File: src/rtl/genius_sequencer.sv
// genius_sequencer: "Genius"/Simon memory game sequencer driven by decoded IR key strobes.
// The game plays back a growing colour sequence on a one-hot lamp. It then checks the
// player's key presses against that sequence.
// Optional feature: define GENIUS_TIMEOUT_EN to make an idle WAIT_IN lose after
// TIMEOUT_CYCLES cycles; left undefined, WAIT_IN waits forever and no timeout path is built.
module genius_sequencer #(
  parameter int SHOW_CYCLES    = 25000000,
  parameter int GAP_CYCLES     = 12500000,
  parameter int TIMEOUT_CYCLES = 250000000
) (
  input  logic       clk,
  input  logic       rst,
  input  logic       rdy,
  input  logic       b_blue,
  input  logic       b_yellow,
  input  logic       b_green,
  input  logic       b_red,
  input  logic       b_power,
  input  logic [1:0] color,
  output logic [3:0] led,
  output logic [4:0] level,
  output logic       busy,
  output logic       win,
  output logic       game_over
);

  typedef enum logic [2:0] {
    S_IDLE,
    S_GAP,
    S_ADD,
    S_SHOW_ON,
    S_SHOW_OFF,
    S_WAIT_IN,
    S_WIN,
    S_LOSE
  } state_t;

  // Timers count 0..N-1, so the terminal compare value is N-1.
  localparam logic [27:0] L_SHOW_LAST = 28'(SHOW_CYCLES - 1);
  localparam logic [27:0] L_GAP_LAST  = 28'(GAP_CYCLES - 1);
`ifdef GENIUS_TIMEOUT_EN
  localparam logic [27:0] L_TO_LAST   = 28'(TIMEOUT_CYCLES - 1);
`endif

  state_t      r_state;
  state_t      w_state_nxt;
  logic [1:0]  r_mem [16];
  logic [4:0]  r_len;
  logic [4:0]  w_len_nxt;
  logic [3:0]  r_idx;
  logic [3:0]  w_idx_nxt;
  logic [27:0] r_timer;
  logic        w_tmr_clr;
  logic        w_mem_we;
  logic [3:0]  r_keyled;
  logic [3:0]  w_keyled_nxt;
  logic        r_rdy_prev;
  logic        r_armed;
  logic [3:0]  r_led;
  logic [3:0]  w_led_nxt;
  logic        r_busy;
  logic        r_win;
  logic        r_game_over;

  logic [4:0]  w_btns;
  logic        w_rise;
  logic        w_single;
  logic        w_pwr_evt;
  logic        w_col_evt;
  logic [1:0]  w_key;
  logic [1:0]  w_show_code;

  // Colour code to lamp bit.
  function automatic logic [3:0] f_led(input logic [1:0] code);
    f_led = 4'(4'b0001 << code);
  endfunction

  // True when exactly one strobe is asserted.
  function automatic logic f_onehot5(input logic [4:0] v);
    f_onehot5 = (v != 5'd0) && ((v & (v - 5'd1)) == 5'd0);
  endfunction

  assign w_btns    = {b_power, b_red, b_green, b_yellow, b_blue};
  // r_armed blocks a press when rdy was already high as reset was released.
  assign w_rise    = rdy & ~r_rdy_prev & r_armed;
  assign w_single  = f_onehot5(w_btns);
  assign w_pwr_evt = w_rise & w_single & b_power;
  assign w_col_evt = w_rise & w_single & ~b_power;

  always_comb begin
    w_key = 2'd0;
    if (b_yellow)   w_key = 2'd1;
    else if (b_green) w_key = 2'd2;
    else if (b_red)   w_key = 2'd3;
  end

  // Edge detector history and arming flag for the rdy command window.
  always_ff @(posedge clk or posedge rst) begin
    if (rst) begin
      r_rdy_prev <= 1'b0;
      r_armed    <= 1'b0;
    end else begin
      r_rdy_prev <= rdy;
      r_armed    <= r_armed | ~rdy;
    end
  end

  // State register.
  always_ff @(posedge clk or posedge rst) begin
    if (rst) r_state <= S_IDLE;
    else     r_state <= w_state_nxt;
  end

  // Next-state and datapath update decisions.
  always_comb begin
    w_state_nxt  = r_state;
    w_len_nxt    = r_len;
    w_idx_nxt    = r_idx;
    w_keyled_nxt = r_keyled;
    w_mem_we     = 1'b0;
    w_tmr_clr    = 1'b0;
    if (w_pwr_evt) begin
      // Power starts a game from rest states and aborts a game in progress.
      if (r_state == S_IDLE || r_state == S_WIN || r_state == S_LOSE) w_state_nxt = S_GAP;
      else                                                            w_state_nxt = S_IDLE;
      w_len_nxt    = 5'd0;
      w_idx_nxt    = 4'd0;
      w_keyled_nxt = 4'd0;
    end else begin
      case (r_state)
        S_GAP: begin
          if (r_timer == L_GAP_LAST) w_state_nxt = S_ADD;
        end
        S_ADD: begin
          w_mem_we    = 1'b1;
          w_len_nxt   = r_len + 5'd1;
          w_idx_nxt   = 4'd0;
          w_state_nxt = S_SHOW_ON;
        end
        S_SHOW_ON: begin
          if (r_timer == L_SHOW_LAST) w_state_nxt = S_SHOW_OFF;
        end
        S_SHOW_OFF: begin
          if (r_timer == L_GAP_LAST) begin
            if ({1'b0, r_idx} + 5'd1 == r_len) begin
              w_idx_nxt    = 4'd0;
              w_keyled_nxt = 4'd0;
              w_state_nxt  = S_WAIT_IN;
            end else begin
              w_idx_nxt   = r_idx + 4'd1;
              w_state_nxt = S_SHOW_ON;
            end
          end
        end
        S_WAIT_IN: begin
          if (w_col_evt) begin
            if (w_key == r_mem[r_idx]) begin
              w_keyled_nxt = f_led(w_key);
              w_tmr_clr    = 1'b1;
              if ({1'b0, r_idx} + 5'd1 == r_len) begin
                w_idx_nxt   = 4'd0;
                w_state_nxt = (r_len == 5'd16) ? S_WIN : S_GAP;
              end else begin
                w_idx_nxt = r_idx + 4'd1;
              end
            end else begin
              w_state_nxt = S_LOSE;
            end
          end
`ifdef GENIUS_TIMEOUT_EN
          else if (r_timer == L_TO_LAST) begin
            w_state_nxt = S_LOSE;
          end
`endif
        end
        default: ;
      endcase
    end
  end

  // Length, playback index and last-accepted-key lamp.
  always_ff @(posedge clk or posedge rst) begin
    if (rst) begin
      r_len    <= 5'd0;
      r_idx    <= 4'd0;
      r_keyled <= 4'd0;
    end else begin
      r_len    <= w_len_nxt;
      r_idx    <= w_idx_nxt;
      r_keyled <= w_keyled_nxt;
    end
  end

  // Sequence memory; contents are meaningless until written by ADD, so no reset.
  always_ff @(posedge clk) begin
    if (w_mem_we) r_mem[r_len[3:0]] <= color;
  end

  // State timer: restarts on every state entry and on each accepted key.
  always_ff @(posedge clk or posedge rst) begin
    if (rst) begin
      r_timer <= 28'd0;
    end else if (w_state_nxt != r_state || w_tmr_clr) begin
      r_timer <= 28'd0;
    end else if (r_state == S_GAP || r_state == S_SHOW_ON || r_state == S_SHOW_OFF) begin
      r_timer <= r_timer + 28'd1;
    end
`ifdef GENIUS_TIMEOUT_EN
    else if (r_state == S_WAIT_IN) begin
      r_timer <= r_timer + 28'd1;
    end
`endif
  end

  // The first SHOW_ON of a round may read the entry ADD is writing this very cycle.
  assign w_show_code = (w_mem_we && (w_idx_nxt == r_len[3:0])) ? color : r_mem[w_idx_nxt];

  // Lamp value for the state being entered.
  always_comb begin
    w_led_nxt = 4'd0;
    case (w_state_nxt)
      S_SHOW_ON: w_led_nxt = f_led(w_show_code);
      S_WAIT_IN: w_led_nxt = w_keyled_nxt;
      S_WIN:     w_led_nxt = 4'b1111;
      default:   w_led_nxt = 4'd0;
    endcase
  end

  // Registered outputs, aligned with the state register.
  always_ff @(posedge clk or posedge rst) begin
    if (rst) begin
      r_led       <= 4'd0;
      r_busy      <= 1'b0;
      r_win       <= 1'b0;
      r_game_over <= 1'b0;
    end else begin
      r_led       <= w_led_nxt;
      r_busy      <= (w_state_nxt == S_GAP) || (w_state_nxt == S_ADD) ||
                     (w_state_nxt == S_SHOW_ON) || (w_state_nxt == S_SHOW_OFF);
      r_win       <= (w_state_nxt == S_WIN);
      r_game_over <= (w_state_nxt == S_LOSE);
    end
  end

  assign led       = r_led;
  assign level     = r_len;
  assign busy      = r_busy;
  assign win       = r_win;
  assign game_over = r_game_over;

endmodule

File: config.mk
export PLATFORM = sky130hd
export DESIGN_NAME = genius_sequencer
export DESIGN_NICKNAME = d
export VERILOG_FILES = /design/src/rtl/genius_sequencer.sv
export SDC_FILE = /design/constraint.sdc
export NUM_CORES = 1
export LEC_CHECK = 0
export ABC_CLOCK_PERIOD_IN_PS = 3850
export BUFFER_PORTS_ARGS = -buffer_cell sky130_fd_sc_hd__buf_2
export CELL_PAD_IN_SITES_DETAIL_PLACEMENT = 0
export CELL_PAD_IN_SITES_GLOBAL_PLACEMENT = 1
export CORE_ASPECT_RATIO = 0.75
export CORE_MARGIN = 3
export CORE_UTILIZATION = 49
export DETAILED_ROUTE_END_ITERATION = 16
export PLACE_DENSITY = 0.91
export SETUP_SLACK_MARGIN = 0.4
export SLEW_MARGIN = 20
export SYNTH_ARGS = -nofsm -noshare
export SYNTH_HDL_FRONTEND = slang
export SYNTH_SLANG_ARGS = --single-unit
File: constraint.sdc
create_clock -name clk -period 3.85 [get_ports clk]
set_input_delay 0.9625 -clock clk [delete_from_list [all_inputs] [get_ports clk]]
set_output_delay 0.9625 -clock clk [all_outputs]
set_load 0.005 [all_outputs]
# --- Word-level counts from Yosys, hierarchy flattened ---
# Memories as Yosys holds them, arrays and structs flattened.
# Cells that the tools add are included.
word_totals:
  register_bits: 53
  memories: 1
  input_bits: 10
  ram_bits: 32
  output_inout_bits: 12
  wordCells: 105
classes:
  add_sub_neg: 5
  n_eq_ne: 21
  mux: 40
  shifts: 2
  n_reduce_logical: 15
  bitwise: 10
mem_list:
  columns: ["memory", "depth", "word_bits", "read_ports", "rd_ports_with_merged_regs", "write_ports", "line", "rtl"]
  rows:
  - ["r_mem", 16, 2, 2, 0, 1, "47", "logic [1:0] r_mem [16];"]
op_table:
  columns: ["op", "count"]
  rows:
  - ["$mux 28", 2]
  - ["$mux 4", 10]
  - ["$add 28x1->28 const B", 1]
  - ["$eq 28x24->1 const B", 1]
  - ["$eq 28x25->1 const B", 1]
  - ["$mux 3", 9]
  - ["$eq 3x3->1 const B", 8]
  - ["$pmux 4 s3", 2]
  - ["$pmux 3 s5", 1]
  - ["$eq 3x2->1 const B", 4]
  - ["$mux 5", 2]
  - ["$mux 1", 9]
  - ["$logic_or 1x1->1", 8]
  - ["$mux 2", 4]
  - ["$pmux 4 s2", 1]
  - ["$shl 1x2->4 const A", 2]
  - ["$eq 3x1->1 const B", 2]
  - ["$add 4x1->5 const B", 1]
  - ["$add 5x1->5 const B", 1]
  - ["$and 1x1->1", 5]
  - ["$and 5x5->5", 1]
  - ["$eq 5x5->1", 1]
  - ["$eq 5x5->1 const B", 1]
  - ["$logic_not 5->1", 1]
  - ["11 further kinds", 15]

# --- Depth between registers and ports, before layout ---
# Gate-level depths: netlist of the first run.
depth:
  word_depth: 14
  ltp_mapped: 17
  depth_no_buf: 14

# --- Worst setup path before layout of the first run ---
# No wires, ideal clock.
synth_timing:
  kind: "input port to flip-flop"
  start: "input port b_yellow"
  end: "register r_led[0], in the netlist led[0]"
  n_path_buf: 1
  t_arrival_ns: 3.801
  required_ns: 3.776
  setup_ns: 0.074
  path_slack_ns: -0.025
  cell_stages: 14
  cell_sequence: "nor3_1 -> nand2_1 -> a2111o_1 -> nor4_1 -> a221oi_2 -> a21o_2 -> inv_2 -> buf_2 -> mux2i_1 -> o22ai_1 -> a31oi_1 -> o211ai_1 -> or3_1 -> o21ai_2"
synth_between:
  elab_chain_cells: 14
  word_cells_on_any_way: 33
  classes_between: "add/sub (1); eq/ne (5); shift (2); mux (16); bitwise (4); reduce/logical (4); memory (1)"
synth_lines:
  columns: ["element", "line", "rtl"]
  rows:
  - ["from (decl)", "15", "input logic b_yellow,"]
  - ["$sub 5x1->5", "80", "f_onehot5 = (v != 5'd0) && ((v & (v - 5'd1)) == 5'd0);"]
  - ["$and 5x5->5", "80", null]
  - ["$logic_not 5->1", "80", null]
  - ["$logic_and 1x1->1", "80", null]
  - ["$and 1x1->1", "87, 88", null]
  - ["$and 1x1->1", "88", "assign w_col_evt = w_rise & w_single & ~b_power;"]
  - ["$mux 4", "156", "if (w_col_evt) begin"]
  - ["$pmux 4 s3", "130", "case (r_state)"]
  - ["$mux 4 *", "122", "if (w_pwr_evt) begin"]
  - ["net w_idx_nxt[0]", "51", "logic [3:0] w_idx_nxt;"]
  - ["branches (longest 2 deep; another with $mem_v2 16x2)", null, null]
  - ["$mux 2 *", "216", "assign w_show_code = (w_mem_we && (w_idx_nxt == r_len[3:0])) ? color : r_mem[w_idx_nxt];"]
  - ["$shl 1x2->4 *", "75", "f_led = 4'(4'b0001 << code);"]
  - ["$pmux 4 s3 *", "221", "case (w_state_nxt)"]
  - ["net w_led_nxt[0]", "60", "logic [3:0] w_led_nxt;"]
  - ["to (signal assigned)", "237", "r_led <= w_led_nxt;"]
  - ["to (decl)", "59", "logic [3:0] r_led;"]
# Mark *: on every way through the listed nets, which the timed path passes.
# A chain may end at the register's enable or synchronous reset.

# --- Final worst setup path of the first run ---
layout_timing:
  start: "input port b_red"
  end: "register r_led[0], in the netlist led[0]"
layout_between:
  elab_chain_cells: 14
  word_cells_on_any_way: 35
  classes_between: "add/sub (1); eq/ne (5); shift (2); mux (18); bitwise (4); reduce/logical (4); memory (1)"
layout_lines:
  columns: ["element", "line", "rtl"]
  rows:
  - ["from (decl)", "17", "input logic b_red,"]
  - ["branches (longest 13 deep; another with $sub 5x1->5)", null, null]
  - ["$pmux 4 s3 *", "221", null]
  - ["net w_led_nxt[0]", "60", null]
# Marked as above.

==> parameters.txt, run 1 <==
Parameter                              Value

GRT
  Antenna violations before repair ... 0
  Congestion Overflow GR ... 0
  Pin count of the biggest net entering global routing ... 54
  Global-route wire length before repair ... 22.8 mm
  Number of global-route vias before repair ... 4,333
  Global routing usage summed across all routing layers ... 0.240

Synthesis
  Post-synthesis compound-gate area fraction ... 0.158
  Multiplexer share of the synthesized area ... 0.0526
  Post-synthesis share of cell area spent on and, or, nand and nor gates ... 0.230
  Fraction of synthesis flops using an asynchronous set or reset pin ... 0.624
  Synthesized netlist cell count ... 539
  Fraction of the mapped netlist area in adder cells ... 0.0166
  Largest cells by area after synthesis ... dfrtp_1 (25%), edfxtp_1 (18%), mux2i_1 (4.5%)
  Yosys cell types ... 79
  Syn Std Cell Area ... 5280 sq um
  Proportion of netlist area held by the largest area contributor ... 0.251
  Xor and xnor area share after synthesis ... 0.0709
  Dominant synthesized flop cell ... dfrtp_1
  EDFF count, synth ... 32
  Net Count, Synth ... between 500 and 600
  Avg Inst Size Synth ... ~9.8 sq um
  Total number of yosys warnings ... 0
  Sequential cell area fraction in the yosys report ... 0.433
  Largest family of logic cells by synthesized area ... simple AND/OR/NAND/NOR gates
  Post-synthesis sequential element count ... 85
  Most area-hungry cell type in the Yosys netlist ... dfrtp_1

Worst setup path
  Worst R2R Setup Slack ... 0.02 ns
  Critical path origin ... b_red
  Reg-to-Reg Start ... r_idx[2]
  Req. time, crit path ... 4.12 ns
  Capturing element type of the critical path ... flip-flop
  Critical Path AT ... 4.14 ns
  Path depth of the worst reg2reg path ... 15
  Worst-path maximum fanout ... 5
  Category of the worst setup path launch point ... input pin
  Worst flop-to-flop path endpoint ... led[0]
  Endpoint of the most critical setup path ... led[0]
  Path type of the worst setup path ... in2reg

Timing
  Clock period minus worst slack ... 3.87 ns
  Number of endpoints failing setup at the final stage ... 1
  Ratio of final minimum period to clock period ... 1.01
  Achievable frequency ... about 0.26 GHz
  Layout Skew ... approximately 0.012 ns
  Rel. slew slack ... 0.406
  Post-layout worst setup margin ... -0.0240 ns
  Unrepaired setup endpoints after global routing ... true
  Final hold violations ... 0
  Final-report max-slew violation count ... 0
  Tightest Pin Transition ... slightly below 0.9 ns
  Hold Worst Slack ... around 0.47 ns

Pwr
  Pwr per Cell Area ... 800 nW/um^2
  Max VDD drop ... 0.438 mV
  Leakage power figure ... between 2 and 3 nW

Die
  Floorplan die width ... 126 um
  Core area ... around 10,000 sq um
  Height of the chip ... 95.9 um
  Number of top-level pins ... 22
  Die area ... 12,100 sq um
  Row count ... 32
  Effective utilization at floorplan ... 0.507

Clock network
  Depth of the CTS H-tree ... 3
  TritonCTS clock tree ... done
  Clock transition at path regs ... 0.07 ns
  Clock buffer count from CTS ... 9
  Insertion delay to the later sink of the worst-skew pair ... approximately 0.35 ns
  Buffers from clock root to sink, at most ... 2
  Post-cts hold buffer count ... 0
  Buffer type at the clock tree root ... clkbuf_16
  CTS sink count ... 85

Placed design
  HPWL reported at the end of detailed placement ... 10.3 mm
  Setup slack at placement ... -0.347 ns
  RD Place Congestion ... 0.969
  Instance area after placement ... 5830 sq um
  Count of buffers inserted at the top-level ports ... 21
  Number of instances in the placed design ... 718

Layout
  Proportion of layout cells with a drive suffix above 1 ... 0.327
  Post-layout net count ... 629
  Antenna diodes ... 0
  Post-layout instance count excluding filler cells ... approximately 750
  Share of the core filled with cells ... 0.645
  Post-layout instance area ... 6720 sq um
  Leading cell types in the layout, fill and taps excluded ... buf_4 (56), dfrtp_1 (50), nand2_1 (42)
  Layout overhead on the synthesized area ... 27.3%
  Leading cell type in the layout, fill and taps excluded ... buf_4

Worst hold path
  Min-delay src ... r_armed
  Worst min-delay path class ... reg2reg

Detailed routing
  Initial drt markers ... 749
  ANT nets after route ... 0
  DR vias/cell ... 6.32
  Routed WL per cell ... 20.3 um
  Overall via count from detail_route ... 4,762
  Total routed wirelength ... 15.3 mm
  Number of detailed-routing iterations run before antenna repair ... 6
  Number of design rule violations left after detail routing ... 0

Run status
  Violated checks ... setup timing
  Outcome ... finished with violations

Flow run
  Max-Cap Viols ... 0
cell families after synthesis:
family                   Yosys count
buffers and inverters             43
multiplexers                      27
adder cells (fa/ha/maj)            7
XOR/XNOR                          41
flip-flops                        85
AND/OR/NAND/NOR                  232
AO/OA/AOI/OAI                    104
per-stage QoR:
step / power (mW) / setup TNS, ns
after global routing: 5.64 / -0.129
after global placement: 3.56 / -1.95
final: 5.37 / -0.0240
after CTS: 4.65 / 0
after floorplan: 2.91 / 0
after detailed placement: 3.61 / -3.30
power by group:
group	leakage, nW	internal (mW)	total (mW)	switching, mW
clock network	0.151	0.525	0.911	0.386
registers	0.988	1.05	1.20	0.149
logic	1.50	1.42	3.26	1.84
total	2.64	3.00	5.37	2.37
flip-flops by register name, indices dropped and copies added, names as in the netlist:
name	cells
r_rdy_prev	1
led	4
win	1
game_over	1
r_keyled	4
r_state	3
r_idx	4
r_timer	28
r_mem	32
r_armed	1
busy	1
level	5
routing by layer:
layer / vias up / part of all wire / global-route usage
met2: 272 / 0.44 / 0.367
met4: 0 / 0.023 / 0.0580
met1: 2301 / 0.43 / 0.342
met5: - / 0 / 0
li1: 2138 / - / -
met3: 51 / 0.11 / 0.0677
area by class of cell:
class / instances / area (sq um)
Fill cell: 813 / 3690
Multi-Input combinational cell: 411 / 3160
Sequential cell: 85 / 2290
Timing Repair Buffer: 87 / 708
Clock buffer: 11 / 275
Tap cell: 136 / 170
Inverter: 18 / 71.3
Clock inverter: 5 / 43.8
cell usage after synthesis, types with 5 or more instances:
library cell   n
a211oi_1       6
a21oi_1       11
a22oi_1        7
a31oi_1       10
and2_1         6
and3_1        11
clkbuf_1      18
dfrtp_1       53
edfxtp_1      32
ha_1           7
inv_1         17
mux2i_1       24
nand2_1       43
nand3_1       24
nand4_1       11
nor2_1        64
nor2b_1        8
nor3_1        13
nor4_1        10
o21ai_0       16
o31ai_1        5
or3_1          5
xnor2_1       17
xor2_1        23
what timing repair did:
action / 4_1_cts / 5_1_grt
pin swaps: 13 / 26
setup buffers: 7 / 9
gates resized for setup: 24 / 82
cloned: 0 / 3
endpoints found under the setup margin: 32 / 34
critical path, stage by stage:
cell,delay (ns)
buf_12,0.11
nor2b_4,0.13
or2_4,0.25
a21o_1,0.18
a2111oi_4,0.40
buf_4,0.23
o21bai_4,0.11
a221o_2,0.43
a221oi_2,0.33
a211oi_1,0.10
o21ai_1,0.23
a31oi_4,0.18
or3_1,0.39
o21ai_2,0.11
worst min path at each step:
| stage | end | slack (ns) | cells past startpoint |
|---|---|---|---|
| 2_1_floorplan | r_armed | 0.43 | 1 |
| 3_3_place_gp | r_armed | 0.45 | 1 |
| 3_5_place_dp | r_armed | 0.45 | 1 |
| 4_1_cts | r_armed | 0.47 | 1 |
| 5_1_grt | r_armed | 0.50 | 1 |
| 6_report | r_armed | 0.47 | 1 |
Power figures use the tool's default switching activity.
==> inputs of run 2 (changes only) <==
--- a/config.mk
+++ b/config.mk
@@ -14,6 +14,7 @@
 export CORE_UTILIZATION = 49
 export DETAILED_ROUTE_END_ITERATION = 16
 export PLACE_DENSITY = 0.91
+export REMOVE_ABC_BUFFERS = 1
 export SETUP_SLACK_MARGIN = 0.4
 export SLEW_MARGIN = 20
 export SYNTH_ARGS = -nofsm -noshare
==> run 2 against run 1 <==
Effect of this change:
- the flow now finishes without violations
- sequential power hardly changed
- clock skew is 0.0042 ns lower
- largest cell class unchanged
- die area is the same
- highest routed layer unchanged
- critical path depth up 1
- largest power group unchanged
- non-clock buffer count grew 1
==> parameters.txt, run 2 (synthesis gave the netlist of run 1 again) <==
Parameter                              Value

Pwr
  Part of the power in the clock network ... 0.174 (was 0.170)
  Portion of total power attributed to sequential cells ... 0.249 (was 0.223)
  Pint ... 2.75 mW (was 3.00 mW)
  Power dissipated by switching net loads ... 2.08 mW (was 2.37 mW)
  Net switching share of the total power ... 0.431 (was 0.441)
  Max VDD drop ... 0.374 mV (was 0.438 mV)
  Leakage power figure ... 2.63 nW (was 2.64 nW)
  Pwr per Cell Area ... 742 nW/um^2 (was 800 nW/um^2)
  Total Power ... 4.83 mW (was 5.37 mW)
  Fraction of power consumed by combinational cells ... 0.577 (was 0.607)

Detailed routing
  Initial drt markers ... 312 (was 749)
  Number of detailed-routing iterations run before antenna repair ... 5 (was 6)
  Number of design rule violations left after detail routing ... 0 (unchanged)
  Total routed wirelength ... 14.2 mm (was 15.3 mm)
  Routed WL per cell ... 18.9 um (was 20.3 um)
  DR vias/cell ... 6.03 (was 6.32)
  Overall via count from detail_route ... 4,550 (was 4,762)
  ANT nets after route ... 0 (unchanged)

Die
  Row count ... 32 (unchanged)
  Core area ... 10,400 sq um (unchanged)
  Effective utilization at floorplan ... 0.507 (unchanged)
  Floorplan die width ... 126 um (unchanged)
  Die area ... 12,100 sq um (unchanged)
  Number of top-level pins ... 22 (unchanged)
  Height of the chip ... 95.9 um (unchanged)

Run status
  Outcome ... complete, no violations (was finished with violations)

Timing
  Layout Skew ... 0.00788 ns (was 0.0120 ns)
  Final TNS setup ... 0 ns (was -0.0240 ns)
  Post-layout worst setup margin ... 0.113 ns (was -0.0240 ns)
  Rel. slew slack ... 0.397 (was 0.406)
  Final hold violations ... 0 (unchanged)
  Clock period minus worst slack ... 3.74 ns (was 3.87 ns)
  Ratio of final minimum period to clock period ... 0.971 (was 1.01)
  Final-report max-slew violation count ... 0 (unchanged)
  Number of endpoints failing setup at the final stage ... 0 (was 1)
  Unrepaired setup endpoints after global routing ... true (unchanged)
  Tightest Pin Transition ... 0.904 ns (was 0.890 ns)
  Achievable frequency ... 0.268 GHz (was 0.258 GHz)

GRT
  Congestion Overflow GR ... 0 (unchanged)
  Global routing usage summed across all routing layers ... 0.239 (was 0.240)
  Global-route wire length before repair ... 22.8 mm (about the same)
  Antenna violations before repair ... 0 (unchanged)
  Number of global-route vias before repair ... 4,307 (was 4,333)
  Pin count of the biggest net entering global routing ... 54 (unchanged)

Worst setup path
  Path type of the worst setup path ... in2reg (unchanged)
  Worst-path maximum fanout ... 5 (unchanged)
  Category of the worst setup path launch point ... input pin (unchanged)
  Worst R2R Setup Slack ... 0.13 ns (was 0.02 ns)
  Capturing element type of the critical path ... flip-flop (unchanged)
  Critical Path AT ... 4.01 ns (was 4.14 ns)
  Req. time, crit path ... 4.12 ns (about the same)

Placed design
  Setup slack at placement ... -0.377 ns (was -0.347 ns)
  Count of buffers inserted at the top-level ports ... 21 (unchanged)
  RD Place Congestion ... 1.00 (was 0.969)
  HPWL reported at the end of detailed placement ... 10.6 mm (was 10.3 mm)

Worst hold path
  Worst min-delay path class ... reg2reg (unchanged)

Clock network
  Clock transition at path regs ... 0.06 ns (was 0.07 ns)
  Depth of the CTS H-tree ... 3 (unchanged)
  Insertion delay to the later sink of the worst-skew pair ... 0.34 ns (was 0.35 ns)
  TritonCTS clock tree ... done (unchanged)
  Buffer type at the clock tree root ... clkbuf_16 (unchanged)
  Buffers from clock root to sink, at most ... 2 (unchanged)
  Post-cts hold buffer count ... 0 (unchanged)
  CTS sink count ... 85 (unchanged)
  Clock buffer count from CTS ... 9 (unchanged)

Layout
  Antenna diodes ... 0 (unchanged)
  Leading cell types in the layout, fill and taps excluded ... buf_4 (60), nor2_1 (58), dfrtp_1 (51) (was buf_4 (56), dfrtp_1 (50), nand2_1 (42))
  Proportion of layout cells with a drive suffix above 1 ... 0.277 (was 0.327)
  Filler Cell Count ... 865 (was 813)
  Post-layout net count ... 630 (was 629)
  Number of flip-flops in the largest register ... 32 (unchanged)
  Leading cell type in the layout, fill and taps excluded ... buf_4 (unchanged)
  Layout overhead on the synthesized area ... 23.3% (was 27.3%)

Flow run
  Max-Cap Viols ... 0 (unchanged)
-- run 2: power by group through the flow --
stage	Clock, mW	Sequential (mW)	Combinational, mW
after floorplan	0	1.26	1.42
after global placement	0	1.20	2.49
after detailed placement	0	1.20	2.52
after CTS	0.854	1.19	2.62
after global routing	0.904	1.22	3.03
final	0.838	1.20	2.79
-- run 2: cell type report --
| class | count | area, sq um | area share |
|---|---|---|---|
| multi-input combinational | 411 | 3020 | 0.464 |
| sequential | 85 | 2290 | 0.352 |
| timing repair buffer | 88 | 671 | 0.103 |
| clock buffer | 12 | 258 | 0.0396 |
| tap | 136 | 170 | 0.0261 |
| inverter | 18 | 71.3 | 0.0110 |
| clock inverter | 4 | 30.0 | 0.00461 |
-- run 2: path summary, 6_finish.rpt --
path / from / end / depth (start not counted)
min: r_armed / r_armed / 1
max: b_red / led[0] / 15
min reg2reg: r_armed / r_armed / 1
min in group asynchronous: rst / win / 2
max in group asynchronous: rst / r_idx[0] / 2
max reg2reg: r_idx[0] / led[0] / 16
-- run 2: timing repair --
item,CTS,global route
pin swaps,14,13
buffers inserted,7,2
resized for setup,27,39
setup endpoints to repair,32,32
-- run 2: worst max-delay path: stages --
cell and delay, ns:
buf_8 0.11, nor2b_4 0.13, or2_4 0.27, a21o_1 0.18, a2111oi_4 0.31, buf_4 0.18, o21bai_4 0.06, buf_6 0.13
a221o_2 0.44, mux2_4 0.32, nand4_1 0.09, o311a_1 0.17, a31oi_2 0.10, or3_1 0.40, o21ai_2 0.14
-- run 2: metal layers --
metal,global-route usage,share of wire,vias up
li1,-,-,2137
met1,0.359,0.49,2233
met2,0.342,0.42,169
met3,0.0638,0.082,11
met4,0.0625,0.011,0
met5,0,0,-
-- run 2: through the flow --
stage | std cells | util | cell area [sq um] | hold slack, ns
final | 754 | 0.625 | 6510 | 0.474
after global placement | 729 | 0.567 | 5900 | 0.451
after global routing | 754 | 0.625 | 6510 | 0.496
after floorplan | 514 | - | 5140 | 0.435
after detailed placement | 729 | 0.567 | 5900 | 0.453
after CTS | 752 | 0.609 | 6330 | 0.472
